===== src/rtl/tt03_mac_pkg.sv =====
// Shared widths and helpers for the tt03 FIR/MAC chain and its downstream decimator.
package tt03_mac_pkg;

   localparam int unsigned BW_IN_DEF  = 8;
   localparam int unsigned BW_OUT_DEF = 6;
   localparam int unsigned DECIM_DEF  = 4;
   localparam int unsigned SHIFT_DEF  = 2;

   // Ceiling log2; returns 0 for n <= 1 so a pass-through decimator adds no growth bits.
   function automatic int unsigned clog2(input int unsigned n);
      int unsigned r;
      r = 0;
      while ((32'd1 << r) < n) r = r + 1;
      return r;
   endfunction

endpackage


===== src/rtl/round_sat.sv =====
// Round-half-up arithmetic right shift followed by signed saturation to BW_out bits.
module round_sat #(
   parameter int unsigned ACC_W  = 10,
   parameter int unsigned SHIFT  = 2,
   parameter int unsigned BW_out = 6
) (
   input  logic signed [ACC_W-1:0]  sum,
   output logic signed [BW_out-1:0] value,
   output logic                     sat
);

   // One extra bit so the rounding add cannot wrap.
   localparam int unsigned W = ACC_W + 1;
   localparam logic signed [W-1:0] HALF = W'((64'd1 << SHIFT) >> 1);

   logic signed [W-1:0] ext;
   logic signed [W-1:0] rnd;

   assign ext = {sum[ACC_W-1], sum};
   assign rnd = (ext + HALF) >>> SHIFT;

   generate
      if (BW_out >= W) begin : g_wide
         assign value = BW_out'(rnd);
         assign sat   = 1'b0;
      end else begin : g_clamp
         // In range only when every bit above the output sign bit copies it.
         logic [W-BW_out:0] hi;
         assign hi    = rnd[W-1:BW_out-1];
         assign sat   = !((&hi) || (~|hi));
         assign value = !sat ? rnd[BW_out-1:0]
                      : rnd[W-1] ? {1'b1, {(BW_out-1){1'b0}}}
                                 : {1'b0, {(BW_out-1){1'b1}}};
      end
   endgenerate

endmodule


===== src/rtl/fir_decimator.sv =====
// Integrate-and-dump decimator: sums DECIM accepted FIR words, then rounds, shifts and saturates.
module fir_decimator
   import tt03_mac_pkg::*;
#(
   parameter int unsigned BW_in  = BW_IN_DEF,
   parameter int unsigned BW_out = BW_OUT_DEF,
   parameter int unsigned DECIM  = DECIM_DEF,
   parameter int unsigned SHIFT  = SHIFT_DEF
) (
   input  logic                     clk,
   input  logic                     rst,
   input  logic                     en,
   input  logic signed [BW_in-1:0]  y_in,
   output logic signed [BW_out-1:0] dec_out,
   output logic                     dec_valid,
   output logic                     ovf
);

   localparam int unsigned ACC_W = BW_in + clog2(DECIM);
   localparam int unsigned CNT_W = (DECIM > 1) ? clog2(DECIM) : 1;
   localparam logic [CNT_W-1:0] LAST = CNT_W'(DECIM - 1);

   logic signed [ACC_W-1:0]  acc;
   logic [CNT_W-1:0]         cnt;
   logic signed [ACC_W-1:0]  sum_c;
   logic signed [BW_out-1:0] value_c;
   logic                     sat_c;

   assign sum_c = acc + ACC_W'(y_in);

   round_sat #(
      .ACC_W (ACC_W),
      .SHIFT (SHIFT),
      .BW_out(BW_out)
   ) u_round_sat (
      .sum  (sum_c),
      .value(value_c),
      .sat  (sat_c)
   );

   // Accumulate accepted samples; the DECIM-th one dumps the rounded block sum.
   always_ff @(posedge clk) begin
      if (rst) begin
         acc       <= '0;
         cnt       <= '0;
         dec_out   <= '0;
         dec_valid <= 1'b0;
         ovf       <= 1'b0;
      end else begin
         dec_valid <= 1'b0;
         if (en) begin
            if (cnt == LAST) begin
               acc       <= '0;
               cnt       <= '0;
               dec_out   <= value_c;
               dec_valid <= 1'b1;
               if (sat_c) ovf <= 1'b1;
            end else begin
               acc <= sum_c;
               cnt <= cnt + CNT_W'(1);
            end
         end
      end
   end

endmodule

===== config.mk =====
export PLATFORM = sky130hd
export DESIGN_NAME = fir_decimator
export DESIGN_NICKNAME = d
export VERILOG_FILES = /design/src/rtl/tt03_mac_pkg.sv /design/src/rtl/round_sat.sv /design/src/rtl/fir_decimator.sv
export SDC_FILE = /design/constraint.sdc
export NUM_CORES = 1
export LEC_CHECK = 0
export CAP_MARGIN = 30
export CELL_PAD_IN_SITES_DETAIL_PLACEMENT = 1
export CELL_PAD_IN_SITES_GLOBAL_PLACEMENT = 2
export CORE_UTILIZATION = 35
export CTS_CLUSTER_SIZE = 20
export DETAILED_ROUTE_END_ITERATION = 12
export GPL_ROUTABILITY_DRIVEN = 1
export GPL_TIMING_DRIVEN = 0
export PLACE_DENSITY_LB_ADDON = 0.1
export SETUP_SLACK_MARGIN = 0.2
export SYNTH_ARGS = -nofsm -noshare
export SYNTH_HDL_FRONTEND = slang
export SYNTH_SLANG_ARGS = --single-unit

===== constraint.sdc =====
create_clock -name clk -period 5.1 [get_ports clk]
set_clock_uncertainty 0.2 [all_clocks]
set_input_delay 1.02 -clock clk [delete_from_list [all_inputs] [get_ports clk]]
set_output_delay 1.02 -clock clk [all_outputs]
set_load 0.01 [all_outputs]

# [Yosys cells after proc, flatten, opt, wreduce, memory -nomap -nowiden]
# Cells that the tools add are included.
# W data, S select, Z words.
[word_totals] regBits=20 latchBits=0 ram_bits=0 rom_bits=0 input_bits=11 word_cells=23 n_memories=0
[op_classes] n_addsub=3 mul=0 n_div=0 n_lt_le_gt_ge=0 n_eq_ne=1 n_shift=0 n_mux=5 bitwise_logic=2 n_reduce_logical=7
[op_table] operator="$mux W6" count=2
[op_table] operator="$add A10 B3 Y11 const B" count=1
[op_table] operator="$add A10 B8 Y10" count=1
[op_table] operator="$mux W10" count=1
[op_table] operator="$reduce_and A4 Y1" count=1
[op_table] operator="$reduce_or A4 Y1" count=1
[op_table] operator="$reduce_and A3 Y1" count=1
[op_table] operator="$add A2 B1 Y2 const B" count=1
[op_table] operator="$eq A2 B2 Y1 const B" count=1
[op_table] operator="$mux W2" count=1
[op_table] operator="$not A1 Y1" count=2
[op_table] operator="$reduce_and A2 Y1" count=1
[op_table] operator="$reduce_or A2 Y1" count=1
[op_table] operator="$logic_not A1 Y1" count=1
[op_table] operator="$logic_or A1 B1 Y1" count=1
[op_table] operator="$mux W1" count=1

# [Logic depth before layout (Yosys ltp)]
# Gate-level depths: netlist of the first run.
[depth] depth_word=7 mapped_depth=12 ltp_nobuf=11

# [Hierarchy]
# A second synthesis of the first run with hierarchy kept.
[hier_totals] cells_unflattened=202 hier_area_um2=1565.3
[modules_own_cells] mod="fir_decimator" n_inst=1 cells_per_inst=146 area_per_inst_um2=1226.2
[modules_own_cells] mod="round_sat" n_inst=1 cells_per_inst=56 area_per_inst_um2=339.1

# [Least setup slack after synthesis of the first run]
# OpenSTA, ideal clock, no wires.
[synth_path] path_kind="input -> register" startpoint="in y_in[0]" endpoint="reg dec_out[2]" arrival_ns=3.272 setup_slack_ns=1.549 cell_stages=12 n_path_buf=1 path_cell_list="ha_1 inv_1 fa_1 nor2b_4 o31ai_2 xnor2_2 nand4_1 clkbuf_1 a311oi_2 o211ai_1 a31o_1 a211oi_2"
[synth_via] elab_chain_len=6 elab_cells_between_ends=8 cone_classes="2 x add/sub; 2 x mux; 4 x reduce/logical"
[synth_lines] item="from (decl)" line="fir_decimator.sv:13" source="input logic signed [BW_in-1:0] y_in,"
[synth_lines] item="$add A10 B8 Y10 (*)" line="fir_decimator.sv:29" source="assign sum_c = acc + ACC_W'(y_in);"
[synth_lines] item="$add A10 B3 Y11 (*)" line="round_sat.sv:20" source="assign rnd = (ext + HALF) >>> SHIFT;"
[synth_lines] item="$reduce_or A4 Y1" line="round_sat.sv:30" source="assign sat = !((&hi) || (~|hi));"
[synth_lines] item="$logic_not A1 Y1" line="round_sat.sv:30"
[synth_lines] item="$logic_or A1 B1 Y1" line="round_sat.sv:30"
[synth_lines] item="$mux W6 (*)" line="round_sat.sv:31" source="assign value = !sat ? rnd[BW_out-1:0]"
[synth_lines] item="to (signal assigned)" line="fir_decimator.sv:55" source="dec_out <= value_c;"
[synth_lines] item="to (decl)" line="fir_decimator.sv:14" source="output logic signed [BW_out-1:0] dec_out,"
# Every way passes the cells marked *; elsewhere a longest branch is shown, timed or not.
# A chain may end at the register's enable or synchronous reset.

# [Worst setup path in the final report of the first run]
# Same ends and word-level chain as after synthesis.

==> results of run 1 <==
-- cell type report --
type	instances	area share (%)
multi-input cells	146	56.9
flip-flops and latches	20	22.1
repair buffers	17	9.40
well taps	50	3.46
plain buffers	8	2.56
clock buffers	3	2.28
clock inverters	1	1.66
inverters	8	1.66
-- state kept, by name, summed over array words and instances (netlist names) --
name and cells:
acc 10, ovf 1, dec_out 6, cnt 2, dec_valid 1
-- per-stage QoR --
step / util [%] / hold WS (ps) / worst slack [ps]
after floorplan: - / 260 / 1550
after global placement: 42.9 / 240 / 781
after detailed placement: 42.9 / 248 / 670
after CTS: 44.6 / 259 / 910
after global routing: 44.6 / 274 / 686
final: 44.6 / 253 / 927
-- final timing paths --
path	from	cells after the start	slack (ps)	end
worst max-delay path	y_in[0]	13	930	dec_out[2]
worst min-delay path	dec_out[5]	2	250	dec_out[5]
worst max register to register	acc[0]	12	1800	dec_out[2]
worst min register to register	dec_out[5]	2	250	dec_out[5]
-- kinds of logic after synthesis --
| logic type | Yosys count | synth area share [%] |
|---|---|---|
| buf+inv | 16 | 5.07 |
| simple gates | 62 | 20.6 |
| flops | 20 | 26.6 |
| compound gates | 60 | 28.7 |
| fa+ha+maj | 12 | 10.5 |
| xor+xnor | 10 | 7.31 |
| mux | 2 | 1.33 |
-- worst min-delay path, cell delays in order (launching register included) --
cell	delay, ps
dfxtp_1	310
nand2_1	50
a21oi_1	50
-- Yosys cell counts (2+ instances only) --
master     n
a22oi_1    6
o31ai_2    3
or2_1      2
o21ai_1    4
a211oi_2   3
a31oi_1    4
ha_1      11
a21oi_1   13
and3_1     2
dfxtp_1   20
o21ai_0    6
xor2_1     4
inv_1      8
nand2_1   11
o211ai_1   4
buf_6      2
a21o_1     2
and2_1     3
nand4_1    2
nor2_1    22
nand3_1    4
xnor2_2    3
o21a_1     3
nor3_1     7
nor4_1     2
clkbuf_1   4
mux2i_1    2
a21boi_1   2
xnor2_1    3
-- per-layer routing --
metal  vias up  GRT usage (%)  routed length (µm)
li1        711              -                   -
met1       659           24.8                1870
met2        15           34.2                2010
met3         3           4.05                  99
met4         0           3.19                  21
met5         -              0                   0
-- cell usage in the layout (no fill, tap or decap), types with 2 or more instances in the layout --
cell type | netlist | layout
nor2_1 | 22 | 22
dfxtp_1 | 20 | 20
clkdlybuf4s50_1 | 0 | 17
a21oi_1 | 13 | 13
nand2_1 | 11 | 11
ha_1 | 11 | 11
inv_1 | 8 | 8
nor3_1 | 7 | 7
o21ai_0 | 6 | 6
a22oi_1 | 6 | 6
clkbuf_1 | 4 | 4
xor2_1 | 4 | 4
o21ai_1 | 4 | 4
nand3_1 | 4 | 4
o211ai_1 | 4 | 4
a31oi_1 | 4 | 4
xnor2_1 | 3 | 3
a211oi_2 | 3 | 3
and2_1 | 3 | 3
xnor2_2 | 3 | 3
o21a_1 | 3 | 3
o31ai_2 | 3 | 3
clkbuf_8 | 0 | 3
or2_1 | 2 | 2
buf_6 | 2 | 2
a21boi_1 | 2 | 2
nor4_1 | 2 | 2
a21o_1 | 2 | 2
nand4_1 | 2 | 2
and3_1 | 2 | 2
mux2i_1 | 2 | 2
-- power groups by stage --
stage / combinational (µW) / sequential, µW / clock, µW
floorplan: 184 / 176 / 0
global placement: 230 / 178 / 0
detailed placement: 239 / 178 / 0
CTS: 242 / 174 / 168
global route: 268 / 175 / 173
finish: 240 / 174 / 162
==> metrics.md, run 1 <==
| Metric | Value |
|---|---|
| Status | `finished clean` |
| Final hold vios | `0` |
| Total power | `577 µW` |
| Routed WL per cell | `between 15 and 20 µm` |
| Syn nets | `approximately 210` |
| Post-DP Area | `1740 µm²` |
| Sequential area share after synthesis | `a little over a quarter` |
| Nets@finish | `about 230` |
| Area growth syn-to-layout | `20.2%` |
| Largest net degree at the start of global routing | `13` |
| Clk network pwr share | `between 20% and 30%` |
| Placer congestion estimate | `about 0.79` |
| Setup CP Type | `input pin to flop` |
| Root Buffer | `clkbuf_8` |
| LEAKAGE | `0.000709 µW` |
| Sw Pwr | `approximately 210 µW` |
| Reg clk slew, reported paths | `80 ps` |
| EDFF count, synth | `0` |
| Setup bufs post-CTS | `0` |
| CP max FO | `10` |
| Unique masters post-synth | `49` |
| Sequential Power Share | `a little under a third` |
| Crit. End Element | `flop` |
| Post-synth top flop | `dfxtp_1` |
| Post-synth top area share | `between 20% and 30%` |
| FILL cells | `about 480` |
| Setup TNS | `0 ps` |
| Die area | `around 4600 µm²` |
| Final HPWL DP | `3130 µm` |
| Starting Density | `around 37%` |
| Max_slew headroom | `between 60% and 70%` |
| Delay-heaviest family, CP | `compound AO/OA/AOI/OAI gates` |
| Die Width | `just under 70 µm` |
| Clk buf depth | `2` |
| Rows | `23` |
| Setup-failing EPs final | `0` |
| Share of cells above drive strength 1 | `between 10% and 20%` |
| Worst-skew pair later-pin latency | `between 200 and 300 ps` |
| DR iter-0 viols | `71` |
| GRT Overall Usage | `between 10% and 20%` |
| HP Class | `flop to flop` |
| Synth Cell Area | `between 1500 and 2000 µm²` |
| Final Slew Violations | `0` |
| Vias | `~1,400` |
| Number of max-cap violations | `0` |
| ANT cells | `0` |
| Fmax | `0.240 GHz` |
| Vias per cell | `approximately 5.5` |
| Placed Cells incl. Taps | `~250` |
| I/O Buffers | `17` |
| Tmin final | `about 4200 ps` |
| Combinational Power Share | `41.6%` |
| First-pass GRT wire length | `roughly 6600 µm` |
| Core footprint | `4060 µm²` |
| Multi-input gate area | `about 1000 µm²` |
| RSZ-0062 raised after global routing | `false` |
| Switching portion of total power | `a little over a third` |
| Layout Cell Area excl Fill | `around 1800 µm²` |
| Worst slew pin tran | `523 ps` |
| Post-Layout Cell Count | `approximately 250` |
| Synth Instances | `182` |
| Internal Power | `370 µW` |
| Post-route ant nets | `0` |
| Crit share post-route | `roughly four fifths` |
| Arrival time at the worst endpoint | `between 4000 and 5000 ps` |
| I/O pin count | `19` |
| FF+latch area | `400 µm²` |
| Area leader, netlist | `dfxtp_1` |
| Nature of the critical path startpoint | `input pin` |
| CP max stage cell | `clkdlybuf4s50_1` |
| WP buf/inv | `3` |
| CTS buffer count | `3` |
| Post-cts repair resize count | `0` |
| CTS Hold Bufs | `0` |
| Sink Count | `20` |
| Pwr dens | `~320 nW/µm²` |
| CTS tree | `done` |
| Initial antenna violation count | `0` |
| Synth top area cells | `dfxtp_1, ha_1, nor2_1` |
| DR DRC count | `0` |
| Total wire length | `~4000 µm` |
| Die height | `67.6 µm` |
| CP Cell Sequence | `clkdlybuf4s50_1 -> ha_1 -> inv_1 -> fa_1 -> nor2b_4 -> o31ai_2 -> xnor2_2 -> nand4_1 -> clkbuf_1 -> nor3_1 -> o211ai_1 -> a31o_1 -> a211oi_2` |
| Syn avg cell area | `around 8.3 µm²` |
| Register bit total from synthesis | `20` |
| CTS H-tree depth | `1` |
| Grt ovf | `0` |
| Total iterations of the first detailed-routing run | `4` |
| Yosys warns | `0` |
| WP data required | `5090 ps` |
| Peak VDD IR | `around 0.14 mV` |
| Max stage delay on crit path | `approximately 460 ps` |
| Vias in the first global route | `approximately 1,400` |
| Async set or reset register ratio after synthesis | `0%` |
(Power assumes the default switching activity.)
==> inputs of run 2 (changes only) <==
--- a/config.mk
+++ b/config.mk
@@ -8,7 +8,7 @@
 export CAP_MARGIN = 30
 export CELL_PAD_IN_SITES_DETAIL_PLACEMENT = 1
 export CELL_PAD_IN_SITES_GLOBAL_PLACEMENT = 2
-export CORE_UTILIZATION = 35
+export CORE_UTILIZATION = 30
 export CTS_CLUSTER_SIZE = 20
 export DETAILED_ROUTE_END_ITERATION = 12
 export GPL_ROUTABILITY_DRIVEN = 1
==> constraint.sdc (replaced) <==
create_clock -name clk -period 3.8 [get_ports clk]
set_clock_uncertainty 0.2 [all_clocks]
set_input_delay 0.76 -clock clk [delete_from_list [all_inputs] [get_ports clk]]
set_output_delay 0.76 -clock clk [all_outputs]
set_load 0.01 [all_outputs]
==> metrics.md, run 2 (same netlist as run 1, synthesis figures left out) <==
| Metric | Value |
|---|---|
| Largest Register | `acc` |
| CP Cell Sequence | `clkdlybuf4s50_1 -> ha_2 -> buf_2 -> o21a_1 -> nor2_1 -> or4_4 -> a211oi_4 -> and3_1 -> nor3_1 -> o31ai_2 -> o21ai_1` |
| Status | `finished clean` |
| WP buf/inv | `2 (-1)` |
| Setup CP Type | `input pin to flop` |
| Area growth syn-to-layout | `32.1%` |
| Vias | `1,482 (+6.8%)` |
| Nature of the critical path startpoint | `input pin` |
| Fmax | `0.287 GHz` |
| CP max FO | `8 (-2)` |
| DR DRC count | `0 (unchanged)` |
| Place WS | `-377 ps (-1050 ps)` |
| DR iter-0 viols | `83 (+17%)` |
| Multi-input gate area | `1110 µm² (+8.0%)` |
| Number of max-cap violations | `0 (unchanged)` |
| LEAKAGE | `0.000765 µW (+7.8%)` |
| Largest net degree at the start of global routing | `13 (unchanged)` |
| CTS buffer count | `3 (unchanged)` |
| WP data required | `3740 ps (-1350 ps)` |
| Nets@finish | `236 (+4.0%)` |
| Starting Density | `31.5% (-5.6 points)` |
| Sink Count | `20 (unchanged)` |
| Worst slew pin tran | `548 ps (+24.9 ps)` |
| Delay-heaviest family, CP | `compound AO/OA/AOI/OAI gates` |
| FF+latch area | `400 µm² (unchanged)` |
| Vias in the first global route | `1,503 (+10%)` |
| CTS Hold Bufs | `0 (unchanged)` |
| Root Buffer | `clkbuf_8` |
| Placer congestion estimate | `0.775 (-1.3%)` |
| Setup TNS | `0 ps (unchanged)` |
| Vias per cell | `5.31 (-3.2%)` |
| Largest regs | `acc x10, dec_out x6, cnt x2` |
| Placed Cells incl. Taps | `266 (+6.8%)` |
| Initial antenna violation count | `0 (unchanged)` |
| Reg clk slew, reported paths | `80 ps (about the same)` |
| Crit. End Element | `flop` |
| Core footprint | `4790 µm² (+18%)` |
| GRT Overall Usage | `17.7% (-1.9 points)` |
| Final HPWL DP | `3330 µm (+6.3%)` |
| ANT cells | `0 (unchanged)` |
| Worst-skew pair later-pin latency | `260 ps (about the same)` |
| Tmin final | `between 3000 and 4000 ps` |
| Post-Layout Cell Count | `279 (+10%)` |
| Final Slew Violations | `0 (unchanged)` |
| Setup ws final | `316 ps (-611 ps)` |
| Largest register FFs | `10 (unchanged)` |
| RSZ-0062 raised after global routing | `false` |
| I/O Buffers | `17 (unchanged)` |
| Share of cells above drive strength 1 | `24.1% (+13 points)` |
| Arrival time at the worst endpoint | `3420 ps (-750 ps)` |
| CP max stage cell | `or4_4` |
| Die Width | `72.9 µm (+7.8%)` |
| CTS tree | `done` |
| Max_slew headroom | `63.4% (-1.2 points)` |
| Final hold vios | `0 (unchanged)` |
| Peak VDD IR | `0.238 mV (+64%)` |
| Setup-failing EPs final | `0 (unchanged)` |
| Rows | `25 (+8.7%)` |
| Max stage delay on crit path | `560 ps (+100 ps)` |
| First-pass GRT wire length | `7120 µm (+8.2%)` |
| HP Class | `flop to flop` |
| Die area | `5310 µm² (+16%)` |
| I/O pin count | `19 (unchanged)` |
| Post-route ant nets | `0 (unchanged)` |
| CTS H-tree depth | `1 (unchanged)` |
| Crit share post-route | `just over 90%` |
| Total power | `833 µW (+44%)` |
| Clk buf depth | `2 (unchanged)` |
| Commonest non-fill, non-tap cell in the layout | `nor2_1` |
| Most frequent cells in the layout | `nor2_1, dfxtp_1, clkdlybuf4s50_1` |
| Pwr dens | `419 nW/µm² (+31%)` |
| Total wire length | `4330 µm (+8.2%)` |
| Die height | `72.9 µm (+7.8%)` |
| Total iterations of the first detailed-routing run | `4 (unchanged)` |
| Routed WL per cell | `15.5 µm (-1.9%)` |
| FILL cells | `580 (+20%)` |
| Grt ovf | `0 (unchanged)` |
[run 2: worst paths after layout]
path,startpoint,end,slack [ps],cells past startpoint
max,y_in[5],dec_out[1],320,11
min,dec_out[5],dec_out[5],260,2
max reg2reg,acc[0],ovf,730,13
min reg2reg,dec_out[5],dec_out[5],260,2
[run 2: timing repair]
| item | CTS | global route |
|---|---|---|
| pin swaps | 13 | 4 |
| endpoints found under the setup margin | 6 | 5 |
| gates resized for setup | 18 | 9 |
| buffers inserted | 8 | 1 |
[run 2: per-stage QoR]
stage / cell area, µm² / hold slack, ps / utilization [%]
finish: 1990 / 257 / 41.6
global route: 1990 / 287 / 41.6
CTS: 1950 / 263 / 40.8
detailed placement: 1760 / 251 / 36.8
global placement: 1760 / 241 / 36.8
floorplan: 1510 / 260 / -
[run 2: routing by layer]
layer / global-route usage, % / up-vias / wire length (µm)
met3: 3.31 / 2 / 95
met4: 1.96 / 0 / 8
met1: 22.1 / 730 / 2020
met2: 32.6 / 18 / 2210
met5: 0 / - / 0
li1: - / 732 / -
[run 2: worst min-delay path, stage by stage, from the launching register on]
cell and delay (ps):
dfxtp_1 310, nand2_1 50, a21oi_1 50
[run 2: area by class of cell]
class	instances	area share (%)
multi-input cells	146	55.9
flip-flops and latches	20	20.1
repair buffers	26	12.1
well taps	67	4.21
plain buffers	8	2.58
clock buffers	3	2.08
clock inverters	1	1.51
inverters	8	1.51
[run 2: where the power goes]
group          leakage (µW)  switching, µW  internal (µW)
registers          0.000163           9.53            224
clock network     0.0000357           75.4            141
logic              0.000566            216            167
==> inputs of run 3 (changes only) <==
--- a/config.mk
+++ b/config.mk
@@ -13,6 +13,7 @@
 export DETAILED_ROUTE_END_ITERATION = 12
 export GPL_ROUTABILITY_DRIVEN = 1
 export GPL_TIMING_DRIVEN = 0
+export MAX_ROUTING_LAYER = met4
 export PLACE_DENSITY_LB_ADDON = 0.1
 export SETUP_SLACK_MARGIN = 0.2
 export SYNTH_ARGS = -nofsm -noshare
==> metrics.md, run 3 (same netlist as run 1, synthesis figures left out) <==
| Metric | Value |
|---|---|
| Status | `finished clean` |
| Clk network pwr share | `25.9% (about the same)` |
| Share of cells above drive strength 1 | `24.1% (unchanged)` |
| Setup CP Type | `input pin to flop` |
| LEAKAGE | `0.000765 µW (unchanged)` |
| Grt ovf | `0 (unchanged)` |
| RR Startpoint | `acc[0]` |
| DR DRC count | `0 (unchanged)` |
| Total power | `832 µW (about the same)` |
| Internal Power | `532 µW (about the same)` |
| Die area | `5310 µm² (unchanged)` |
| Starting Density | `31.5% (unchanged)` |
| Total wire length | `4320 µm (-0.14%)` |
| Nets@finish | `236 (unchanged)` |
| DR iter-0 viols | `83 (unchanged)` |
| CP max stage cell | `or4_4` |
| Max stage delay on crit path | `560 ps (about the same)` |
| ANT cells | `0 (unchanged)` |
| CP Cell Sequence | `clkdlybuf4s50_1 -> ha_2 -> buf_2 -> o21a_1 -> nor2_1 -> or4_4 -> a211oi_4 -> and3_1 -> nor3_1 -> o31ai_2 -> o21ai_1` |
| Largest net degree at the start of global routing | `13 (unchanged)` |
| Total iterations of the first detailed-routing run | `4 (unchanged)` |
| Sw Pwr | `300 µW (-0.25%)` |
| Worst-skew pair later-pin latency | `260 ps (about the same)` |
| Delay-heaviest family, CP | `compound AO/OA/AOI/OAI gates` |
| Nature of the critical path startpoint | `input pin` |
| Largest regs | `acc x10, dec_out x6, cnt x2` |
| Final core utilization | `41.6% (unchanged)` |
| Worst setup startpoint | `y_in[5]` |
| WP buf/inv | `2 (unchanged)` |
| I/O Buffers | `17 (unchanged)` |
| Sink Count | `20 (unchanged)` |
| Arrival time at the worst endpoint | `3420 ps (about the same)` |
| Die height | `72.9 µm (unchanged)` |
| Routed WL per cell | `15.5 µm (-0.14%)` |
| Commonest non-fill, non-tap cell in the layout | `nor2_1` |
| RSZ-0062 raised after global routing | `false` |
| WP data required | `3740 ps (about the same)` |
| Number of max-cap violations | `0 (unchanged)` |
| CP max FO | `8 (unchanged)` |
| Setup-failing EPs final | `0 (unchanged)` |
| Largest Register | `acc` |
| Crit share post-route | `91.7% (about the same)` |
| CTS H-tree depth | `1 (unchanged)` |
| Final Slew Violations | `0 (unchanged)` |
| I/O pin count | `19 (unchanged)` |
| Placed Cells incl. Taps | `266 (unchanged)` |
| Max_slew headroom | `63.3% (about the same)` |
| Final HPWL DP | `3330 µm (unchanged)` |
| Vias | `1,483 (+0.067%)` |
| Worst slew pin tran | `548 ps (+0.804 ps)` |
| Largest register FFs | `10 (unchanged)` |
| Tmin final | `3490 ps (+1.35 ps)` |
| Fmax | `0.287 GHz (about the same)` |
| Reg clk slew, reported paths | `80 ps (about the same)` |
| Die Width | `72.9 µm (unchanged)` |
| Rows | `25 (unchanged)` |
| First-pass GRT wire length | `7130 µm (about the same)` |
| Hold slack | `257 ps (+0.00200 ps)` |
| Sequential Power Share | `28.1% (about the same)` |
| Final hold vios | `0 (unchanged)` |
| Placer congestion estimate | `0.786 (+1.4%)` |
| Area growth syn-to-layout | `32.1% (unchanged)` |
| Initial antenna violation count | `0 (unchanged)` |
| Switching portion of total power | `36.1% (-0.057 points)` |
| Clk buf depth | `2 (unchanged)` |
| Vias per cell | `5.32 (about the same)` |
| CTS Hold Bufs | `0 (unchanged)` |
| Setup ws final | `314 ps (-1.35 ps)` |
| GRT Overall Usage | `18.3% (+0.53 points)` |
| Vias in the first global route | `1,502 (-0.067%)` |
| Root Buffer | `clkbuf_8` |
| Min-delay src | `dec_out[5]` |
| Combinational Power Share | `46.0% (about the same)` |
| Place WS | `-377 ps (unchanged)` |
| Crit. End Element | `flop` |
| Core footprint | `4790 µm² (unchanged)` |
| Pwr dens | `418 nW/µm² (about the same)` |
| Post-route ant nets | `0 (unchanged)` |
| CTS buffer count | `3 (unchanged)` |
| Most frequent cells in the layout | `nor2_1, dfxtp_1, clkdlybuf4s50_1` |
| HP Class | `flop to flop` |
| CTS tree | `done` |
| Peak VDD IR | `0.237 mV (-0.27%)` |
| Post-Layout Cell Count | `279 (unchanged)` |
run 3: cell counts in the layout (fill, tap and decap cells not counted):
Identical to the previous run, type by type.
run 3: path summary, 6_finish.rpt:
| check | endpoint | slack, ps | cells past startpoint |
|---|---|---|---|
| worst max-delay path | dec_out[1] | 310 | 11 |
| worst min register to register | dec_out[5] | 260 | 2 |
| worst max register to register | ovf | 730 | 13 |
| worst min-delay path | dec_out[5] | 260 | 2 |
run 3: layer usage:
metal / wire, µm / global-route usage, % / part of all wire, %
met4: 8 / 1.96 / 0.19
met1: 2020 / 22.1 / 47
met2: 2200 / 32.6 / 51
met3: 93 / 3.31 / 2.2
met5: 0 / - / 0
run 3: power by group through the flow:
stage          registers, µW  clock network [µW]  logic (µW)
2_1_floorplan            236                   0         246
3_3_place_gp             238                   0         311
3_5_place_dp             240                   0         323
4_1_cts                  235                 224         365
5_1_grt                  236                 232         419
6_report                 234                 215         383
run 3: final cells by class:
class                           count  area (µm²)
Fill cell                         580        2800
Timing Repair Buffer               26         240
Sequential cell                    20         400
Multi-Input combinational cell    146        1110
Clock inverter                      1        30.0
Tap cell                           67        83.8
Clock buffer                        3        41.3
Inverter                            8        30.0
Buffer                              8        51.3
run 3: worst min-delay path: stages (launching register included):
cell,delay (ps)
dfxtp_1,310
nand2_1,50
a21oi_1,50
run 3: per-stage QoR:
| step | TNS [ps] | instance area [µm²] |
|---|---|---|
| after floorplan | 0 | 1510 |
| after global placement | -1030 | 1760 |
| after detailed placement | -1440 | 1760 |
| after CTS | 0 | 1950 |
| after global routing | 0 | 1990 |
| final | 0 | 1990 |
run 3: repair_timing:
item	in CTS	in global routing
pin swaps	13	4
endpoints found under the setup margin	6	5
gates resized for setup	18	9
setup buffers	8	1
endpoints found under the hold margin	0	0
